[src/rtl/div_clk_monitor.sv]
// Monitors a divided clock sampled as data in the clk domain: edge count, rise-to-rise period,
// period-mismatch and stall flags. Define DIV_MON_SYNC_EN to add a 2-flop input synchronizer.
module div_clk_monitor #(
    parameter int CNT_W      = 8,
    parameter int EXP_PERIOD = 4,
    parameter int TIMEOUT    = 64
) (
    input  logic             clk,
    input  logic             rst,
    input  logic             en,
    input  logic             clr,
    input  logic             div_in,
    output logic             rise_pulse,
    output logic [CNT_W-1:0] period,
    output logic             period_vld,
    output logic             err,
    output logic             stall,
    output logic [15:0]      edge_cnt,
    output logic [1:0]       state_dbg
);

    typedef enum logic [1:0] {
        IDLE = 2'd0,
        ARM  = 2'd1,
        RUN  = 2'd2
    } state_t;

    localparam logic [CNT_W-1:0] TIMEOUT_C = CNT_W'(TIMEOUT);
    localparam logic [CNT_W-1:0] EXP_C     = CNT_W'(EXP_PERIOD);

    state_t           state;
    logic [CNT_W-1:0] gap;
    logic             div_s;
    logic             div_q;
    logic             rise;

`ifdef DIV_MON_SYNC_EN
    logic [1:0] sync_q;

    always_ff @(posedge clk or posedge rst) begin
        if (rst) begin
            sync_q <= 2'b00;
        end else begin
            sync_q <= {sync_q[0], div_in};
        end
    end

    assign div_s = sync_q[1];
`else
    // Only safe when div_in is produced by logic clocked from clk.
    assign div_s = div_in;
`endif

    assign rise      = div_s & ~div_q;
    assign state_dbg = state;

    // period_vld is a single-cycle strobe; period holds its value between strobes.
    always_ff @(posedge clk or posedge rst) begin
        if (rst) begin
            state      <= IDLE;
            gap        <= '0;
            div_q      <= 1'b0;
            rise_pulse <= 1'b0;
            period     <= '0;
            period_vld <= 1'b0;
            err        <= 1'b0;
            stall      <= 1'b0;
            edge_cnt   <= '0;
        end else begin
            div_q      <= div_s;
            rise_pulse <= rise & en;
            period_vld <= 1'b0;

            if (!en) begin
                state <= IDLE;
                gap   <= '0;
                stall <= 1'b0;
            end else begin
                case (state)
                    IDLE: begin
                        gap   <= '0;
                        state <= ARM;
                    end
                    ARM: begin
                        // The first rise here is only a reference; no period is measured.
                        if (rise) begin
                            state    <= RUN;
                            gap      <= CNT_W'(1);
                            stall    <= 1'b0;
                            edge_cnt <= edge_cnt + 16'd1;
                        end else if (gap == TIMEOUT_C) begin
                            stall <= 1'b1;
                        end else begin
                            gap <= gap + CNT_W'(1);
                        end
                    end
                    RUN: begin
                        if (rise) begin
                            period     <= gap;
                            period_vld <= 1'b1;
                            gap        <= CNT_W'(1);
                            edge_cnt   <= edge_cnt + 16'd1;
                            if (gap != EXP_C) begin
                                err <= 1'b1;
                            end
                        end else if (gap == TIMEOUT_C) begin
                            stall <= 1'b1;
                            state <= ARM;
                            gap   <= '0;
                        end else begin
                            gap <= gap + CNT_W'(1);
                        end
                    end
                    default: begin
                        state <= IDLE;
                        gap   <= '0;
                    end
                endcase
            end

            // clr wins over any flag or counter update made above in the same cycle.
            if (clr) begin
                err      <= 1'b0;
                stall    <= 1'b0;
                edge_cnt <= '0;
            end
        end
    end

endmodule

[config.mk]
export PLATFORM = sky130hd
export DESIGN_NAME = div_clk_monitor
export DESIGN_NICKNAME = d
export VERILOG_FILES = /design/src/rtl/div_clk_monitor.sv
export SDC_FILE = /design/constraint.sdc
export NUM_CORES = 1
export LEC_CHECK = 0
export CORE_MARGIN = 8
export CORE_UTILIZATION = 52
export DETAILED_ROUTE_END_ITERATION = 6
export PLACE_DENSITY_LB_ADDON = 0.12
export SLEW_MARGIN = 30
export SYNTH_ARGS = -nofsm -noshare
export SYNTH_HDL_FRONTEND = slang
export SYNTH_SLANG_ARGS = --single-unit
[constraint.sdc]
create_clock -name clk -period 2.15 [get_ports clk]
set_input_delay 0.3225 -clock clk [delete_from_list [all_inputs] [get_ports clk]]
set_output_delay 0.3225 -clock clk [all_outputs]
set_load 0.01 [all_outputs]
# ---- Word level (Yosys, flattened, before mapping)
# Index checks and enable logic that the tools add are counted.
dict set report totals {
  output_inout_bits 30
  word_cells 65
  ff_bits 39
  in_bits 5
}
dict set report classes {
  bitwise_logic 3
  n_reduce_logical 12
  n_addsub 2
  muxes 29
  n_eq_ne 10
}
# op count
set ops {}
lappend ops {{16-bit 2-to-1 mux} 4}
lappend ops {{8-bit 2-to-1 mux} 5}
lappend ops {{16-bit by 1-bit adder with 16-bit output, second input constant} 1}
lappend ops {{8-bit case mux with 2 select lines} 1}
lappend ops {{1-bit 2-to-1 mux} 13}
lappend ops {{2-bit nonzero test} 5}
lappend ops {{3-bit inequality test, second input constant} 3}
lappend ops {{3-bit AND reduction} 3}
lappend ops {{8-bit by 1-bit adder with 8-bit output, second input constant} 1}
lappend ops {{8-bit by 7-bit == test with 1-bit output, second input constant} 1}
lappend ops {{2-bit 2-to-1 mux} 4}
lappend ops {{4-bit inequality test, second input constant} 2}
lappend ops {{8-bit by 3-bit inequality test with 1-bit output, second input constant} 1}
lappend ops {{2-bit case mux with 3 select lines} 1}
lappend ops {{4-bit by 1-bit inequality test with 1-bit output, second input constant} 1}
lappend ops {{4-bit AND reduction} 1}
lappend ops {{1-bit AND} 2}
lappend ops {{2-bit by 1-bit == test with 1-bit output, second input constant} 1}
lappend ops {{2-bit == test, second input constant} 1}
lappend ops {{2-bit logical NOT} 1}
lappend ops {{1-bit case mux with 2 select lines} 1}
lappend ops {{2-bit AND reduction} 1}
lappend ops {{2-bit OR reduction} 1}
lappend ops {{1-bit inverter} 1}

# ---- Depth between registers and ports, before layout
# Gate-level depths: netlist of the first run.
dict set report logic_depth {
  word_depth 6
  mapped_depth 7
  depth_no_buf 6
}

# ---- Worst setup path after synthesis of the first run
# Ideal clock, no wire load.
dict set report synth_timing {
  path_kind {register -> register}
  start {register state[0], in the netlist state_dbg[0]}
  end {register edge_cnt[12]}
  required_time_ps 2072
  path_buffers 1
  synth_period_minus_slack_ps 1978
  slack_ps 172
  setup_time_ps 78
  path_stages_with_launch 8
  arrival_ps 1900
  path_cell_list {dfrtp_1 -> inv_1 -> ha_1 -> and4bb_1 -> buf_6 -> nand4_4 -> or4_1 -> a21oi_1}
}
dict set report synth_via {
  elab_chain_len 4
  word_cells_on_any_way 5
  classes_between {eq/ne (2); reduce/logical (3)}
}
# element line_no
set synth_rtl {}
lappend synth_rtl {{from (decl)} 31} ;# state_t state;
lappend synth_rtl {{from (signal assigned)} 60} ;# state <= IDLE;
lappend synth_rtl {{from (signal assigned)} 75} ;# state <= IDLE;
lappend synth_rtl {{from (signal assigned)} 82} ;# state <= ARM;
lappend synth_rtl {{2-bit == test / 2-bit by 1-bit == test with 1-bit output (equally long branches)} 79} ;# case (state)
lappend synth_rtl {{2-bit OR reduction (no source line) *} n/a}
lappend synth_rtl {{2-bit nonzero test (no source line) *} n/a}
lappend synth_rtl {{3-bit AND reduction (no source line) *} n/a}
lappend synth_rtl {{to (signal assigned)} 90} ;# edge_cnt <= edge_cnt + 16'd1;
lappend synth_rtl {{to (signal assigned)} 102} ;# edge_cnt <= edge_cnt + 16'd1;
lappend synth_rtl {{to (decl)} 18} ;# output logic [15:0] edge_cnt,
# Every way passes the cells marked *; elsewhere a longest branch is shown, timed or not.
# A chain may end at the register's enable or synchronous reset.

# ---- Worst setup path in the final report of the first run
dict set report layout_timing {
  start {register state[1], in the netlist state_dbg[1]}
  end {register edge_cnt[13]}
}
# The elaborated chain is that of the path after synthesis.

==> results of run 1 <==
worst max-delay path by stage:
| stage | slack [ps] | depth (start not counted) | to |
|---|---|---|---|
| 2_1_floorplan | 170 | 7 | edge_cnt[12]$_DFFE_PP0P_ |
| 4_1_cts | 200 | 5 | edge_cnt[12]$_DFFE_PP0P_ |
| 3_3_place_gp | 150 | 5 | edge_cnt[15]$_DFFE_PP0P_ |
| 3_5_place_dp | 100 | 5 | edge_cnt[12]$_DFFE_PP0P_ |
| 6_report | 200 | 5 | edge_cnt[13]$_DFFE_PP0P_ |
| 5_1_grt | 90 | 5 | edge_cnt[13]$_DFFE_PP0P_ |
flip-flops by register name, indices dropped and copies added, names as in the netlist:
register,cells
div_q,1
edge_cnt,16
err,1
gap,8
period,8
period_vld,1
rise_pulse,1
stall,1
state_dbg,2
Yosys cell counts (2+ instances only):
library cell / count / area [sq um]
a21oi_1: 10 / 50.1
a31oi_1: 3 / 18.8
and2_1: 2 / 12.5
and3_1: 4 / 25.0
and4_1: 2 / 17.5
clkbuf_1: 2 / 7.51
dfrtp_1: 39 / 976
ha_1: 6 / 75.1
inv_1: 7 / 26.3
mux2_2: 11 / 124
mux2i_1: 2 / 20.0
nand2_1: 12 / 45.0
nand2b_1: 2 / 12.5
nand3_1: 10 / 50.1
nand4_1: 4 / 25.0
nor2_1: 15 / 56.3
nor2b_1: 6 / 37.5
nor3_1: 4 / 20.0
o21ai_0: 6 / 30.0
o31ai_1: 2 / 15.0
or4_1: 2 / 15.0
xnor2_1: 6 / 52.6
xor2_1: 6 / 52.6
worst min-delay path: cells and delay by family:
| family | cells | cell delay (ps) |
|---|---|---|
| buffers and inverters | 3 | 850 |
power groups by stage:
stage / Clock, mW / Combinational, mW / Sequential, mW
4_1_cts: 0.500 / 0.344 / 0.789
5_1_grt: 0.529 / 0.379 / 0.795
2_1_floorplan: 0 / 0.201 / 0.815
6_report: 0.487 / 0.340 / 0.789
3_5_place_dp: 0 / 0.341 / 0.804
3_3_place_gp: 0 / 0.329 / 0.802
cell type report:
cell class | count | area share
multi-input cells | 131 | 0.371
clock buffers | 5 | 0.0275
repair buffers | 43 | 0.168
clock inverters | 3 | 0.00801
inverters | 7 | 0.0105
well taps | 48 | 0.0240
flip-flops and latches | 39 | 0.391
routing by layer:
metal,vias up,track usage,share of wire
li1,739,-,-
met1,765,0.165,0.43
met2,33,0.231,0.50
met3,8,0.0403,0.054
met4,0,0.0660,0.015
met5,-,0,0
cells by family after synthesis:
kind of cell,after synthesis
AND/OR/NAND/NOR,74
flip-flops,39
AO/OA/AOI/OAI,26
multiplexers,13
XOR/XNOR,12
buffers and inverters,12
adder cells (fa/ha/maj),6
through the flow:
stage / instance area [sq um] / worst slack, ps / power [mW] / instances / hold slack [ps]
global placement: 2410 / 154 / 1.13 / 268 / 487
CTS: 2500 / 200 / 1.63 / 276 / 455
global route: 2500 / 87.4 / 1.70 / 276 / 529
floorplan: 1960 / 172 / 1.02 / 182 / 354
detailed placement: 2410 / 98.3 / 1.14 / 268 / 497
finish: 2500 / 199 / 1.62 / 276 / 447
placed cells by master (no fill, tap or decap), types with 3 or more instances in the layout:
| cell | count |
|---|---|
| a21oi_1 | 10 |
| a31oi_1 | 3 |
| and3_1 | 4 |
| buf_4 | 8 |
| clkbuf_8 | 5 |
| clkdlybuf4s50_1 | 34 |
| dfrtp_1 | 39 |
| ha_1 | 6 |
| inv_1 | 7 |
| mux2_2 | 11 |
| nand2_1 | 12 |
| nand3_1 | 10 |
| nand4_1 | 4 |
| nor2_1 | 15 |
| nor2b_1 | 6 |
| nor3_1 | 4 |
| o21ai_0 | 6 |
| xnor2_1 | 6 |
| xor2_1 | 6 |
==> metrics.txt, run 1 <==
run status=completed; Worst-path clk slew=about 80 ps; unrepaired setup endpoints after global routing=no; Syn. warnings=0; root buffer selected by CTS=clkbuf_8; Antenna Nets Post-Route=0; Post-Synthesis Cell Area=about 2000 sq um; max_cap viols=0; Critical Path RT=about 2300 ps; fmax=slightly above 500 MHz; min Tclk post-route=between 1500 and 2000 ps; synthesized instance count=182; Remaining DRCs=0; Sw Pwr=between 0.4 and 0.5 mW; Multi-input gate area=between 900 and 1000 sq um; Compound-Gate Fraction of Synth Area=0.0774; IO Pins=35; Pre-Repair DR Iteration Count=4; reg-to-reg critical path startpoint=state_dbg[1]$_DFFE_PP0P_; pin slew with the least headroom to its limit=552 ps; Async S/R FF share, synth=1.00; Initial DRC Count=approximately 110; Avg Cell Area, Syn=10.8 sq um; fin. max-slew vios=0; Congestion Overflow GR=0; post-layout util=0.688; period utilization=0.907; wire length per cell=between 10 and 15 microns; VDD IR max=about 0.50 mV; DP HPWL=between 2 and 3 mm; Setup TNS=0 ps; mux contribution to synthesized area=0.0735; clock power share=0.301; Reg2Reg Capture Point=edge_cnt[13]$_DFFE_PP0P_; worst min path class=in -> async; # nets final=238; area delta synth->final=27.7%; post-CTS setup buffers=0; EDFF count, synth=0; later-pin clock latency in the skew report=between 200 and 300 ps; num rows=22; synthesized net count=193; initial antenna violation count=0; Leakage=1.08 nW; Max Buffers Root-to-Sink=2; largest family of logic cells by synthesized area=simple AND/OR/NAND/NOR gates; Worst Path Class, Setup=reg -> reg; adder-cell share of the synthesized area=0.0384; core region area=3630 sq um; simple-gate share of the synthesized area=0.231; R2R setup slack=about 200 ps; P per Cell Area=647 nW/um^2; WL final=between 4 and 5 mm; endpoint type of the worst setup path=flop; post-synthesis sequential area ratio=0.499; Antenna Cells=0; via/cell ratio=about 5.6; Die Span X=77.3 microns; Main synth FF type=dfrtp_1; share of cells above drive strength 1=0.149; Port-buffer cells=34; synthesized flop and latch total=39; Critical-path top delay cell=dfrtp_1; vias in the first global route=1549; hold buffer count at cts=0; # clock sinks=39; Die Y=about 77 microns; crit path max fanout=5; Top delay family on crit path=simple AND/OR/NAND/NOR gates; Clock Skew=~5.2 ps; crit-path max cell delay=about 420 ps; Slew HR=0.630; Initial Utilization=0.539; CP cell instances=ha_1 > nand4bb_4 > nor4_2 > nand3_1 > mux2_2; Cell variety after synth=42; gr usage total=0.140; Resized Gates After CTS=0; reg2reg path depth=5; Cell Int Power=~1.2 mW; fillers=roughly 280; first-pass GRT wire length=7.11 mm; largest net degree at the start of global routing=40; final setup fails=0; die area=5980 sq um; Crit path arrival time=roughly 2100 ps; CTS tree=done; sequential share of power=0.488; combinational power share=0.210; Synth Area in XOR/XNOR=0.0537; Net Sw Frac=0.284; RD Place Congestion=~0.86; worst setup path startpoint=state_dbg[1]$_DFFE_PP0P_; detailed-route via count=~1.5k; final hold vios=0; CTS Buf Count=5; register area=roughly 1000 sq um; CP Launch Type=flop; number of buffers and inverters on the critical path=0; H-tree levels=2
(Power assumes the default switching activity.)
==> inputs of run 2 (changes only) <==
--- a/config.mk
+++ b/config.mk
@@ -8,6 +8,7 @@
 export CORE_MARGIN = 8
 export CORE_UTILIZATION = 52
 export DETAILED_ROUTE_END_ITERATION = 6
+export GPL_ROUTABILITY_DRIVEN = 0
 export PLACE_DENSITY_LB_ADDON = 0.12
 export SLEW_MARGIN = 30
 export SYNTH_ARGS = -nofsm -noshare
==> results of run 2 <==
Same layout as run 1: the final DEF is identical, and so are final timing and power.
==> inputs of run 3 (changes only) <==
--- a/config.mk
+++ b/config.mk
@@ -9,7 +9,9 @@
 export CORE_UTILIZATION = 52
 export DETAILED_ROUTE_END_ITERATION = 6
 export GPL_ROUTABILITY_DRIVEN = 0
+export GPL_TIMING_DRIVEN = 0
 export PLACE_DENSITY_LB_ADDON = 0.12
+export SKIP_LAST_GASP = 1
 export SLEW_MARGIN = 30
 export SYNTH_ARGS = -nofsm -noshare
 export SYNTH_HDL_FRONTEND = slang
==> constraint.sdc (replaced) <==
create_clock -name clk -period 2.1 [get_ports clk]
set_input_delay 0.315 -clock clk [delete_from_list [all_inputs] [get_ports clk]]
set_output_delay 0.315 -clock clk [all_outputs]
set_load 0.01 [all_outputs]
==> run 3 against run 2 <==
Die area stayed put; combinational power is 14% higher; first-iteration DRC count is 45% lower; clock skew is 0.75 ps higher; clock power is 32% higher; power is 14% higher; worst hold slack worse by 100 ps; global-route usage is 0.18 points higher; critical endpoint is now edge_cnt[12]$_DFFE_PP0P_; largest power group unchanged.
==> metrics.txt, run 3 (same netlist as run 1, synthesis figures left out) <==
Critical Path RT=about 2300 ps; period utilization=0.921; final hold vios=0; Net Sw Frac=0.262; crit path max fanout=7; die area=about 6000 sq um; Slew HR=0.693; worst min path class=in -> async; IO Pins=35; area delta synth->final=29.7%; clock power share=0.349; first-pass GRT wire length=a little under 7 mm; min Tclk post-route=around 1900 ps; max_cap viols=0; Worst Path Class, Setup=reg -> reg; fillers=about 290; pre-CTS setup slack=-39.9 ps; Port-buffer cells=34; post-layout util=0.699; Leakage=between 1 and 1.5 nW; sequential share of power=0.441; Max Buffers Root-to-Sink=2; max FFs per register=16; most frequent cells in the layout=dfrtp_1 (39), clkdlybuf4s50_1 (34), nor2_1 (15), nand2_1 (12), mux2_2 (11); initial antenna violation count=0; run status=completed; Initial Utilization=0.539; largest register by flop count=edge_cnt; wire length per cell=approximately 15 microns; Die Span X=around 77 microns; Sw Pwr=about 0.48 mW; CTS tree=done; Antenna Nets Post-Route=0; fin. max-slew vios=0; final setup fails=0; Initial DRC Count=around 60; vias in the first global route=~1.6k; commonest non-fill, non-tap cell in the layout=dfrtp_1; Pre-Repair DR Iteration Count=6; largest net degree at the start of global routing=22; Clock Skew=between 5 and 6 ps; DP HPWL=between 3 and 4 mm; unrepaired setup endpoints after global routing=no; H-tree levels=2; Worst-path clk slew=approximately 80 ps; endpoint type of the worst setup path=flop; Congestion Overflow GR=0; hold buffer count at cts=0; Crit path arrival time=2150 ps; biggest regs=edge_cnt x16, gap x8, period x8; WL final=4.11 mm; VDD IR max=between 0.5 and 0.6 mV; final worst slack=roughly 170 ps; share of cells above drive strength 1=0.141; combinational power share=0.211; CTS Buf Count=5; Area after DPL=2380 sq um; # nets final=approximately 240; Cell Int Power=~1.4 mW; core region area=between 3000 and 4000 sq um; fmax=roughly 520 MHz; num rows=22; Antenna Cells=0; detailed-route via count=around 1.5k; root buffer selected by CTS=clkbuf_8; via/cell ratio=approximately 5.5; Setup TNS=0 ps; later-pin clock latency in the skew report=between 200 and 300 ps; CP Launch Type=flop; # clock sinks=39; Design Area, Final=around 2500 sq um; gr usage total=0.142; P per Cell Area=roughly 730 nW/um^2; Die Y=approximately 77 microns; Remaining DRCs=0; pin slew with the least headroom to its limit=around 460 ps
-- run 3: cell types whose count changed in the layout (fill, tap and decap cells not counted), sizes merged --
cell and change:
clkinvlp -2, clkbuf +3, buf -3, bufinv +1
-- run 3: final cells by class --
cell class                      count  area [sq um]  share of cell area
Timing Repair Buffer               37           383               0.151
Clock buffer                        6          82.6              0.0325
Tap cell                           48          60.1              0.0237
Inverter                            7          26.3              0.0103
Clock inverter                      2          35.0              0.0138
Multi-Input combinational cell    131           948               0.374
Sequential cell                    39           976               0.384
Buffer                              5          27.5              0.0108
-- run 3: final timing paths --
path | slack, ps | from | end | depth (start not counted)
min in group clk | 510 | period[3]$_DFFE_PP0P_ | period[3]$_DFFE_PP0P_ | 1
hold reg to reg | 510 | period[3]$_DFFE_PP0P_ | period[3]$_DFFE_PP0P_ | 1
setup reg to reg | 170 | state_dbg[0]$_DFFE_PP0P_ | edge_cnt[12]$_DFFE_PP0P_ | 7
setup / recovery | 170 | state_dbg[0]$_DFFE_PP0P_ | edge_cnt[12]$_DFFE_PP0P_ | 7
hold / removal | 340 | rst | period_vld$_DFF_PP0_ | 2
max in group asynchronous | 1310 | rst | edge_cnt[5]$_DFFE_PP0P_ | 3
-- run 3: metal layers --
metal | share of wire | wire length, microns | up-vias | global-route usage
li1 | - | - | 733 | -
met1 | 0.41 | 1670 | 746 | 0.145
met2 | 0.53 | 2170 | 32 | 0.255
met3 | 0.050 | 206 | 6 | 0.0507
met4 | 0.015 | 60 | 0 | 0.0642
met5 | 0 | 0 | - | 0
-- run 3: stage by stage --
step                      hold slack [ps]  cells  power (mW)
after CTS                             354    274        1.82
after global placement                488    264        1.14
after detailed placement              495    265        1.17
after floorplan                       346    182        1.04
final                                 343    275        1.84
after global routing                  387    275        1.93
-- run 3: power groups by stage --
| stage | Clock [mW] | Combinational (mW) | Sequential (mW) |
|---|---|---|---|
| after floorplan | 0 | 0.206 | 0.835 |
| after global placement | 0 | 0.310 | 0.827 |
| after detailed placement | 0 | 0.336 | 0.831 |
| after CTS | 0.656 | 0.358 | 0.809 |
| after global routing | 0.680 | 0.434 | 0.816 |
| final | 0.643 | 0.388 | 0.813 |
-- run 3: critical path, stage by stage (launching register included) --
cell,delay [ps]
dfrtp_1,380
inv_1,120
ha_4,230
and4bb_1,280
buf_6,130
nand4_4,140
or4_1,440
a21oi_1,150
-- run 3: repair_timing --
action                     in CTS  in global routing
pin swaps                       0                  1
setup buffers                   1                  1
gates resized for setup         1                  1
setup endpoints to repair       4                  2
==> variant (settings of run 2) <==
Build with the macro `DIV_MON_SYNC_EN` defined.
--- a/src/rtl/div_clk_monitor.sv
+++ b/src/rtl/div_clk_monitor.sv
@@ -1,5 +1,7 @@
 // Monitors a divided clock sampled as data in the clk domain: edge count, rise-to-rise period,
 // period-mismatch and stall flags. Define DIV_MON_SYNC_EN to add a 2-flop input synchronizer.
+`define DIV_MON_SYNC_EN
+
 module div_clk_monitor #(
     parameter int CNT_W      = 8,
     parameter int EXP_PERIOD = 4,
Formal check against the unedited RTL: not equivalent (Yosys sat finds a counterexample within 4 cycles, from zero or initial values and one cycle with rst high).
==> variant against run 2 <==
- largest power group unchanged
- non-clock buffer count rose by 2
- synthesized cell count rose by 6.0%
- count of clock-buffer cells in the layout did not move
- via count rose by 7.6%
- area after synthesis rose by 3.1%
- sequential cell count rose by 2
- global-route usage rose by 1.5 points
- cell area rose by 4.6%
- largest cell class unchanged
- worst setup slack got worse by 71 ps
- total power rose by 10%
- wire length rose by 15%
- sequential power rose by 3.8%
==> variant: results (changes against run 2) <==
[drt]
wl_per_cell_um=16.1  ; +11%
num_vias=1662  ; +7.6%
first_iter_violations=103  ; -3.7%

[layout]
layout-drive-gt1-share_pct=14.6  ; -0.33 points
diodes=0  ; unchanged
fill_cells=286  ; +1.8%
nets=251  ; +5.5%

[logic_synthesis]
yosys-top-cells-area=dfrtp_1 (51%), mux2_2 (4.5%), ha_1 (3.7%)
yosysSeqAreaShare_pct=50.9  ; +1.0 points
synth_nets=204  ; +5.7%
synth_cell_type_count=38  ; -9.5%
ys_top_cells_by_count=dfrtp_1 (41), nor2_1 (17), nand3_1 (14)

[critical_path]
worstPathArrival_ps=2240  ; +110 ps
critPathSlowestCell=or4_4
crit_family=simple AND/OR/NAND/NOR gates
max_stage_delay_ps=540  ; +120 ps
crit_fanout=10  ; +5

[sta]
relSlewSlack_pct=60.2  ; -2.9 points
clock_skew_ps=4.78  ; -0.455 ps

[clock_network]
cts_buffer_depth=2  ; unchanged
insertion_delay_ps=290  ; about the same

[global_route]
grt_start_max_net_pins=29  ; -28%
grt_usage_pct=15.5  ; +1.5 points
grt_pass1_wl_mm=7.93  ; +12%

[pwr]
ir_drop_uv=448  ; -9.8%
cellLeakagePower_nw=1.09  ; +1.1%

[outcome]
outcome=finished clean

[hold_path]
hp-class=flop to flop

[placement]
dp_hpwl_mm=3.42  ; +14%

[variant: area by class of cell]
cell class | count | area share, %
clock buffers | 5 | 2.63
well taps | 48 | 2.30
flip-flops and latches | 41 | 39.3
multi-input cells | 138 | 36.5
repair buffers | 45 | 16.7
inverters | 9 | 1.29
clock inverters | 2 | 1.34
[variant: path summary, 6_finish.rpt]
path                       cells past startpoint          from  slack, ps      endpoint
hold / removal                                 0     sync_q[0]        350     sync_q[1]
max in group asynchronous                      3           rst       1210     period[5]
setup reg to reg                               6  state_dbg[0]        130  edge_cnt[11]
setup / recovery                               6  state_dbg[0]        130  edge_cnt[11]
min in group asynchronous                      2           rst        400     period[1]
hold reg to reg                                0     sync_q[0]        350     sync_q[1]
[variant: metrics by stage]
stage	cell area, um^2	TNS [ps]	setup slack, ps	instances	hold WS (ps)
2_1_floorplan	2030	0	22.8	193	331
3_3_place_gp	2510	-21.1	-21.1	281	336
6_report	2610	0	128	288	352
3_5_place_dp	2510	-202	-62.1	281	338
4_1_cts	2610	0	26.1	288	355
5_1_grt	2610	0	28.7	288	368
[variant: cells by family (layout without fill, tap and decap cells)]
logic type | Yosys count | count (layout) | share of synthesized area, %
DFF | 41 | 41 | 50.9
muxes | 9 | 9 | 5.02
xor gates and xnor gates | 12 | 12 | 5.21
AOI/OAI and AO/OA | 33 | 33 | 9.80
adders and majority gates | 6 | 6 | 3.72
and+or+nand+nor | 78 | 78 | 22.7
buffers and inverters | 14 | 61 | 2.67
[variant: power breakdown]
| group | switching [mW] | internal, mW |
|---|---|---|
| logic | 0.181 | 0.187 |
| clock network | 0.257 | 0.338 |
| registers | 0.0224 | 0.796 |
| total | 0.461 | 1.32 |
[variant: routing by layer]
metal  global-route usage [%]  part of all wire (%)  vias to the layer above
met3                     4.67                   7.2                       13
met1                     19.2                    42                      804
met4                     4.07                   1.7                        0
li1                         -                     -                      781
met5                        0                     0                        -
met2                     25.8                    49                       64
